### config.mk
export PLATFORM = sky130hd
export DESIGN_NAME = ps2_num_entry
export DESIGN_NICKNAME = d
export VERILOG_FILES = /design/src/rtl/ps2_num_entry.sv
export SDC_FILE = /design/constraint.sdc
export NUM_CORES = 1
export LEC_CHECK = 0
export ABC_AREA = 0
export BUFFER_PORTS_ARGS = -buffer_cell sky130_fd_sc_hd__buf_2
export CORE_MARGIN = 3
export CORE_UTILIZATION = 35
export CTS_BUF_LIST = sky130_fd_sc_hd__clkbuf_4
export DETAILED_ROUTE_END_ITERATION = 8
export GPL_ROUTABILITY_DRIVEN = 0
export HOLD_SLACK_MARGIN = 0.15
export PLACE_DENSITY_LB_ADDON = 0.1
export SKIP_CTS_REPAIR_TIMING = 1
export SYNTH_ARGS = -nofsm -noshare
export SYNTH_HDL_FRONTEND = slang
export SYNTH_SLANG_ARGS = --single-unit
### constraint.sdc
create_clock -name clk -period 3 [get_ports clk]
set_clock_uncertainty 0.1 [all_clocks]
set_input_delay 0.15 -clock clk [delete_from_list [all_inputs] [get_ports clk]]
set_output_delay 0.15 -clock clk [all_outputs]
set_load 0.05 [all_outputs]
### src/rtl/ps2_num_entry.sv
// Decimal operand entry from the PS/2 key stream: accumulates digits as binary and BCD,
// then hands the committed operand to the calculator over valid/ready.
module ps2_num_entry #(
  parameter int unsigned MAX_DIGITS = 4,
  parameter int unsigned WIDTH      = 14
) (
  input  logic                    clk,
  input  logic                    rst_n,
  input  logic                    key_valid,
  input  logic [7:0]              key_ascii,
  output logic [WIDTH-1:0]        num_bin,
  output logic                    num_valid,
  input  logic                    num_ready,
  output logic [4*MAX_DIGITS-1:0] entry_bcd,
  output logic [3:0]              digit_cnt,
  output logic                    overflow_err,
  output logic                    key_dropped
);

  localparam int unsigned BW = 4 * MAX_DIGITS;

  typedef enum logic [1:0] {
    IDLE,
    ENTRY,
    HOLD
  } state_t;

  state_t           state, state_d;
  logic             key_pend;
  logic             take_key;
  logic             is_digit, is_enter;
  logic [3:0]       digit;
  logic [WIDTH-1:0] acc, acc_d, acc_x10;
  logic [BW-1:0]    bcd_d;
  logic [3:0]       cnt_d;
  logic             ovf_d;
  logic [WIDTH-1:0] num_bin_d;
  logic             num_valid_d;
  logic             dropped_d;

  // A back-to-back key_valid keeps key_pend set and defers processing to the later key.
  assign take_key = key_pend & ~key_valid;
  assign is_digit = take_key && (key_ascii >= 8'h30) && (key_ascii <= 8'h39);
  assign is_enter = take_key && (key_ascii == 8'h0A);
  assign digit    = key_ascii[3:0];
  assign acc_x10  = (acc << 3) + (acc << 1) + WIDTH'(digit);

  always_ff @(posedge clk or negedge rst_n) begin
    if (!rst_n) begin
      key_pend <= 1'b0;
      state    <= IDLE;
    end else begin
      key_pend <= key_valid;
      state    <= state_d;
    end
  end

  always_ff @(posedge clk or negedge rst_n) begin
    if (!rst_n) begin
      acc          <= '0;
      entry_bcd    <= '0;
      digit_cnt    <= '0;
      overflow_err <= 1'b0;
      num_bin      <= '0;
      num_valid    <= 1'b0;
      key_dropped  <= 1'b0;
    end else begin
      acc          <= acc_d;
      entry_bcd    <= bcd_d;
      digit_cnt    <= cnt_d;
      overflow_err <= ovf_d;
      num_bin      <= num_bin_d;
      num_valid    <= num_valid_d;
      key_dropped  <= dropped_d;
    end
  end

  always_comb begin
    state_d     = state;
    acc_d       = acc;
    bcd_d       = entry_bcd;
    cnt_d       = digit_cnt;
    ovf_d       = overflow_err;
    num_bin_d   = num_bin;
    num_valid_d = num_valid;
    dropped_d   = 1'b0;
    unique case (state)
      IDLE: begin
        if (is_digit) begin
          acc_d   = WIDTH'(digit);
          bcd_d   = BW'(digit);
          cnt_d   = 4'd1;
          state_d = ENTRY;
        end
      end
      ENTRY: begin
        if (is_digit) begin
          if (digit_cnt < 4'(MAX_DIGITS)) begin
            acc_d = acc_x10;
            bcd_d = (entry_bcd << 4) | BW'(digit);
            cnt_d = digit_cnt + 4'd1;
          end else begin
            ovf_d = 1'b1;
          end
        end else if (is_enter) begin
          num_bin_d   = acc;
          num_valid_d = 1'b1;
          state_d     = HOLD;
        end
      end
      HOLD: begin
        if (is_digit || is_enter) dropped_d = 1'b1;
        if (num_valid && num_ready) begin
          acc_d       = '0;
          bcd_d       = '0;
          cnt_d       = '0;
          ovf_d       = 1'b0;
          num_bin_d   = '0;
          num_valid_d = 1'b0;
          state_d     = IDLE;
        end
      end
      default: state_d = IDLE;
    endcase
  end

endmodule
==> flow_summary.json, run 1 <==
{
  "cp.arrival_ns": 2.90,
  "dr_total_vias": 2411,
  "place_ws_ns": 0.347,
  "die_h_um": 99.9,
  "cts_root_buffer": "clkbuf_4",
  "synthArstFlopShare_pct": 100,
  "yosysTopAreaCell": "dfrtp_1",
  "cpPeakStageDelay_ns": 0.59,
  "hp-class": "primary input to register",
  "yosysWarningCount": 0,
  "hold_viol": 0,
  "nets": 408,
  "finalWorstSetupSlack_ns": 0.288,
  "period_share_pct": 90.4,
  "cp-endpoint": "acc[13]",
  "synth-seq-cells": 53,
  "relSlewSlack_pct": 33.3,
  "cts_buffer_depth": 2,
  "rows": 33,
  "syn_avg_cell_area_um2": 9.92,
  "die_width_um": 99.9,
  "ant_nets": 0,
  "utilization_pct": 43.2,
  "grt_use_total_pct": 15.2,
  "grt_first_pass_wirelength_um": 12300,
  "post_drt_wl_per_cell_um": 15.2,
  "status": "complete, no violations",
  "critPathSlowestCell": "fa_1",
  "cp-startpoint": "key_ascii[3]",
  "cp_max_fo": 6,
  "drive_above_1_share_pct": 22.8,
  "final.setup.tns_ns": 0,
  "max_freq_mhz": 369,
  "num_io_pins": 49,
  "htreeDepth": 2,
  "yosys-top-cells-count": "dfrtp_1, nand2_1, ha_1, nand3_1, mux2_2",
  "synth_cells": 311,
  "antenna_cells": 0,
  "worst_setup_path_start_kind": "primary input",
  "grt_pass1_vias": 2382,
  "ys.flop_type": "dfrtp_1",
  "firstDrtPassIters": 4,
  "yosys-top-cells-area": "dfrtp_1, ha_1, nand2_1, mux2_2, nand3_1",
  "dpl.hpwl_um": 5410,
  "syn_to_final_growth_pct": 17.3,
  "overflow": 0,
  "clk_pin_slew_ns": 0.16,
  "cp.required_ns": 3.19,
  "timing.rr.start": "entry_bcd[0]",
  "antenna_found_initial": 0,
  "synth.cell_area_mm2": 0.00309,
  "synth.distinct_cells": 56,
  "die-area_mm2": 0.00998,
  "path_class": "primary input to register",
  "path_common_cell": "inv_1",
  "finalMaxSlewViolations": 0,
  "ir_drop_uv": 393,
  "finalCriticalPeriod_ns": 2.71,
  "coreArea_mm2": 0.00838,
  "clock_latency_ns": 0.38,
  "critPathTopFamily": "adder cells",
  "cts_tree": "yes",
  "numClockSinks": 53,
  "path_cells": "dlygate4sd3_1 -> buf_2 -> inv_1 -> fa_1 -> inv_1 -> ha_1 -> a21o_1 -> nand4_1 -> a211o_1 -> nand3_1 -> or3b_1",
  "setup-violations-final": 0,
  "worstMarginPinSlew_ns": 1.00,
  "numPortBuffers": 48,
  "crit_buf_inv": 4,
  "r2r_slack_ns": 0.34,
  "wl_um": 7210,
  "grt_max_degree": 44,
  "ys_seq_area_share_pct": 43.0,
  "reg2reg_to": "acc[13]",
  "viasPerCell": 5.09,
  "rsz0062_at_grt": "false",
  "synth_edf_count": 0,
  "drc": 0,
  "power-per-cell-area_mw_per_mm2": 960,
  "reg2regPathDepth": 9,
  "p_leak_nw": 1.92,
  "cts-buffers-inserted": 5,
  "start_util_pct": 36.8,
  "end_kind": "register",
  "cp.depth": 11,
  "drt_iter0_markers": 80,
  "cap_viol_max_count": 0,
  "worstHoldStart": "key_ascii[6]",
  "synth.top_cell.area_share_pct": 43.0,
  "synth_fp_nets": 351
}
## through the flow
| step | std cells | hold WS [ns] | area [um^2] | total power, mW |
|---|---|---|---|---|
| 3_5_place_dp | 456 | 0.212 | 3440 | 3.09 |
| 4_1_cts | 464 | -0.211 | 3520 | 3.52 |
| 6_report | 474 | 0.231 | 3620 | 3.48 |
| 3_3_place_gp | 456 | 0.211 | 3440 | 3.08 |
| 5_1_grt | 474 | 0.262 | 3620 | 3.77 |
| 2_1_floorplan | 311 | -0.246 | 3090 | 2.58 |
## cell usage in the layout, fill, tap and decap left out, types with 2 or more instances in the layout
master / instances
dlygate4sd3_1: 10
o31ai_1: 9
nand2_1: 53
a21o_1: 5
nor3_1: 4
o21a_1: 5
mux2_2: 16
dfrtp_1: 53
o211ai_1: 2
inv_1: 13
and2_1: 2
a21oi_1: 12
nand3_1: 20
nor2_1: 12
o21ai_0: 6
nor2b_1: 13
buf_4: 5
fa_1: 2
a31oi_1: 2
mux2i_1: 2
ha_1: 26
xor2_1: 4
and3_1: 2
clkbuf_4: 5
buf_2: 48
xnor2_1: 3
nand2b_1: 2
a221oi_1: 2
## routing by layer
metal	up-vias	global-route usage (%)	part of all wire, %
met4	0	3.78	1.1
li1	1211	-	-
met1	1165	22.3	53
met3	6	2.50	3.2
met2	29	23.3	43
met5	-	0	0
## power breakdown
part           internal [mW]  switching, mW  total, mW
registers              0.895          0.153       1.05
logic                  0.677           1.33       2.01
clock network          0.177          0.243      0.420
## kinds of logic (layout without fill, tap and decap cells)
logic type                 Yosys count  count (layout)  share of synthesized area (%)
xor gates and xnor gates             7               7                           1.99
buffers and inverters               27              85                           4.10
muxes                               18              18                           6.49
and+or+nand+nor                    121             121                           19.2
adders and majority gates           28              28                           11.8
DFF                                 53              53                           43.0
AOI/OAI and AO/OA                   57              57                           13.4
## worst reg2reg max path: cells and delay by family (launching register included)
kind            cells  cell delay, ns
buf+inv             2            0.17
flops               1            0.40
fa+ha+maj           2            0.84
compound gates      2            0.48
simple gates        3            0.59
## layout make-up
type,instances,area (um^2)
fillers,872,4760
multi-input cells,231,1630
flip-flops and latches,53,1330
repair buffers,64,398
well taps,105,131
inverters,13,48.8
clock inverters,3,43.8
clock buffers,5,37.5
## worst min-delay path by stage
stage,slack (ns),cells after the start,endpoint
floorplan,-0.25,0,acc[10]
global placement,0.21,1,key_pend
detailed placement,0.21,1,key_pend
CTS,-0.21,1,key_pend
global route,0.26,6,state[1]
finish,0.23,6,state[1]
## sequential cells by signal, summed over array words and instances (netlist names)
| name | count |
|---|---|
| entry_bcd | 16 |
| num_bin | 14 |
| acc | 13 |
| digit_cnt | 4 |
| state | 2 |
| key_dropped | 1 |
| key_pend | 1 |
| num_valid | 1 |
| overflow_err | 1 |
No activity file was read; power rests on OpenSTA's default activity.
==> run 2, diff against run 1 <==
clock period = 2.3 ns   (was 3 ns; I/O delays follow)
==> run 2 against run 1 <==
  * The flow now finishes with violations (setup timing)
  * Register-to-register slack got worse by 0.53 ns
  * Core utilization increased by 4.4 points
  * Routed wire length increased by 9.5%
  * Clock power increased by 25%
  * Hold slack got worse by 0.064 ns
  * Non-clock buffer count increased by 42
  * Combinational power increased by 62%
  * Die area unchanged
  * Design area increased by 10%
  * Sequential power increased by 30%
  * Via count increased by 7.3%
  * Critical endpoint unchanged
  * Largest cell class unchanged
  * Largest power group unchanged
==> flow_summary.json, run 2 (synthesis results as in run 1) <==
{
  "nets": 450,
  "cts_root_buffer": "clkbuf_4",
  "syn_to_final_growth_pct": 29.2,
  "end_kind": "register",
  "power-per-cell-area_mw_per_mm2": 1290,
  "post_drt_wl_per_cell_um": 15.3,
  "worstMarginPinSlew_ns": 0.609,
  "place_inst": 494,
  "antenna_found_initial": 0,
  "grt_first_pass_wirelength_um": 12800,
  "grt_max_degree": 25,
  "grt_use_total_pct": 16.1,
  "grt_use_met1_pct": 24.1,
  "finalWorstSetupSlack_ns": -0.187,
  "die_width_um": 99.9,
  "cp.arrival_ns": 2.66,
  "worst_setup_path_start_kind": "register",
  "rows": 33,
  "start_util_pct": 36.8,
  "numPortBuffers": 48,
  "cp.required_ns": 2.47,
  "ir_drop_uv": 509,
  "setup-violations-final": 6,
  "rsz0062_at_grt": "true",
  "period_share_pct": 108,
  "p_int_mw": 2.73,
  "wl_um": 7900,
  "die-area_mm2": 0.00998,
  "final_cell_mix": "nand2_1, dfrtp_1, buf_2",
  "p_clk_share_pct": 10.2,
  "dpl.hpwl_um": 5940,
  "cts-buffers-inserted": 5,
  "finalCriticalPeriod_ns": 2.49,
  "grt_pass1_vias": 2480,
  "ant_nets": 0,
  "finalMaxSlewViolations": 0,
  "p_switching_mw": 2.42,
  "pwr-share-seq_pct": 26.4,
  "path_class": "register to register",
  "num_io_pins": 49,
  "viasPerCell": 5.03,
  "relSlewSlack_pct": 59.4,
  "antenna_cells": 0,
  "top_register": "entry_bcd",
  "coreArea_mm2": 0.00838,
  "overflow": 0,
  "cp_max_fo": 4,
  "numClockSinks": 53,
  "grt_use_met3_pct": 3.06,
  "cts_buffer_depth": 2,
  "p_leak_nw": 2.14,
  "dr_total_vias": 2588,
  "top_regs": "entry_bcd (16), num_bin (14), acc (13)",
  "die_h_um": 99.9,
  "met2_usage_pct": 24.1,
  "htreeDepth": 2,
  "pwr-share-comb_pct": 63.4,
  "status": "finished with violations",
  "violations": "setup timing",
  "clock_latency_ns": 0.37,
  "max_freq_mhz": 402,
  "firstDrtPassIters": 4,
  "drive_above_1_share_pct": 32.2,
  "drt_iter0_markers": 81,
  "clk_pin_slew_ns": 0.16,
  "switching_share_pct": 47.0,
  "place_ws_ns": -0.157,
  "cts_tree": "yes",
  "hp-class": "primary input to asynchronous set/reset pin",
  "hold_viol": 0,
  "drc": 0,
  "final_cells": 515,
  "cap_viol_max_count": 0,
  "largest_reg_flops": 16,
  "grt_busiest_layer": "met2"
}
run 2: cell types whose count changed in the layout (fill, tap and decap cells not counted), moves of 2 or more:
cell / before / now
a21oi_1: 12 / 10
inv_1: 13 / 11
buf_4: 5 / 43
inv_2: 0 / 2
dlygate4sd3_1: 10 / 13
run 2: cell type report:
class / instances / area [um^2]
Clock buffer: 5 / 37.5
Fill cell: 840 / 4400
Inverter: 13 / 48.8
Tap cell: 105 / 131
Clock inverter: 2 / 35.0
Multi-Input combinational cell: 231 / 1680
Timing Repair Buffer: 106 / 724
Sequential cell: 53 / 1330
run 2: worst paths after layout:
check / slack, ns / startpoint / depth (start not counted) / end
max in group asynchronous: 1.28 / rst_n / 3 / digit_cnt[2]
min reg2reg: 0.39 / entry_bcd[13] / 2 / entry_bcd[13]
max: -0.19 / acc[2] / 9 / acc[13]
min in group clk: 0.17 / key_ascii[2] / 5 / key_dropped
max reg2reg: -0.19 / acc[2] / 9 / acc[13]
min: 0.17 / rst_n / 2 / num_bin[5]
run 2: critical path: stages, from the launching register on:
cell and delay (ns):
dfrtp_1 0.40, inv_2 0.05, fa_1 0.52, inv_1 0.04, ha_1 0.26, a21o_1 0.12, nand4_1 0.15, a211o_1 0.33
nand3_2 0.06, or3b_1 0.34
run 2: routing by layer:
layer / vias to the layer above / routed length (um)
met5: - / 0
met4: 0 / 71
met3: 6 / 369
met2: 58 / 3410
met1: 1230 / 4040
li1: 1294 / -
run 2: per-stage QoR:
stage	hold slack [ns]	utilization (%)	power [mW]	TNS [ns]	cell area [um^2]
2_1_floorplan	-0.281	-	3.38	-0.0712	3090
3_3_place_gp	0.0660	44.5	4.48	-0.520	3730
3_5_place_dp	0.0702	44.5	4.49	-0.718	3730
4_1_cts	-0.363	45.4	5.04	-0.959	3800
5_1_grt	0.200	47.6	5.55	-2.05	3990
6_report	0.168	47.6	5.15	-0.598	3990
run 2: power by group through the flow:
stage	Sequential (mW)	Clock, mW	Combinational, mW
floorplan	1.85	0	1.53
global placement	1.37	0	3.10
detailed placement	1.38	0	3.10
CTS	1.36	0.548	3.13
global route	1.39	0.572	3.58
finish	1.36	0.525	3.26
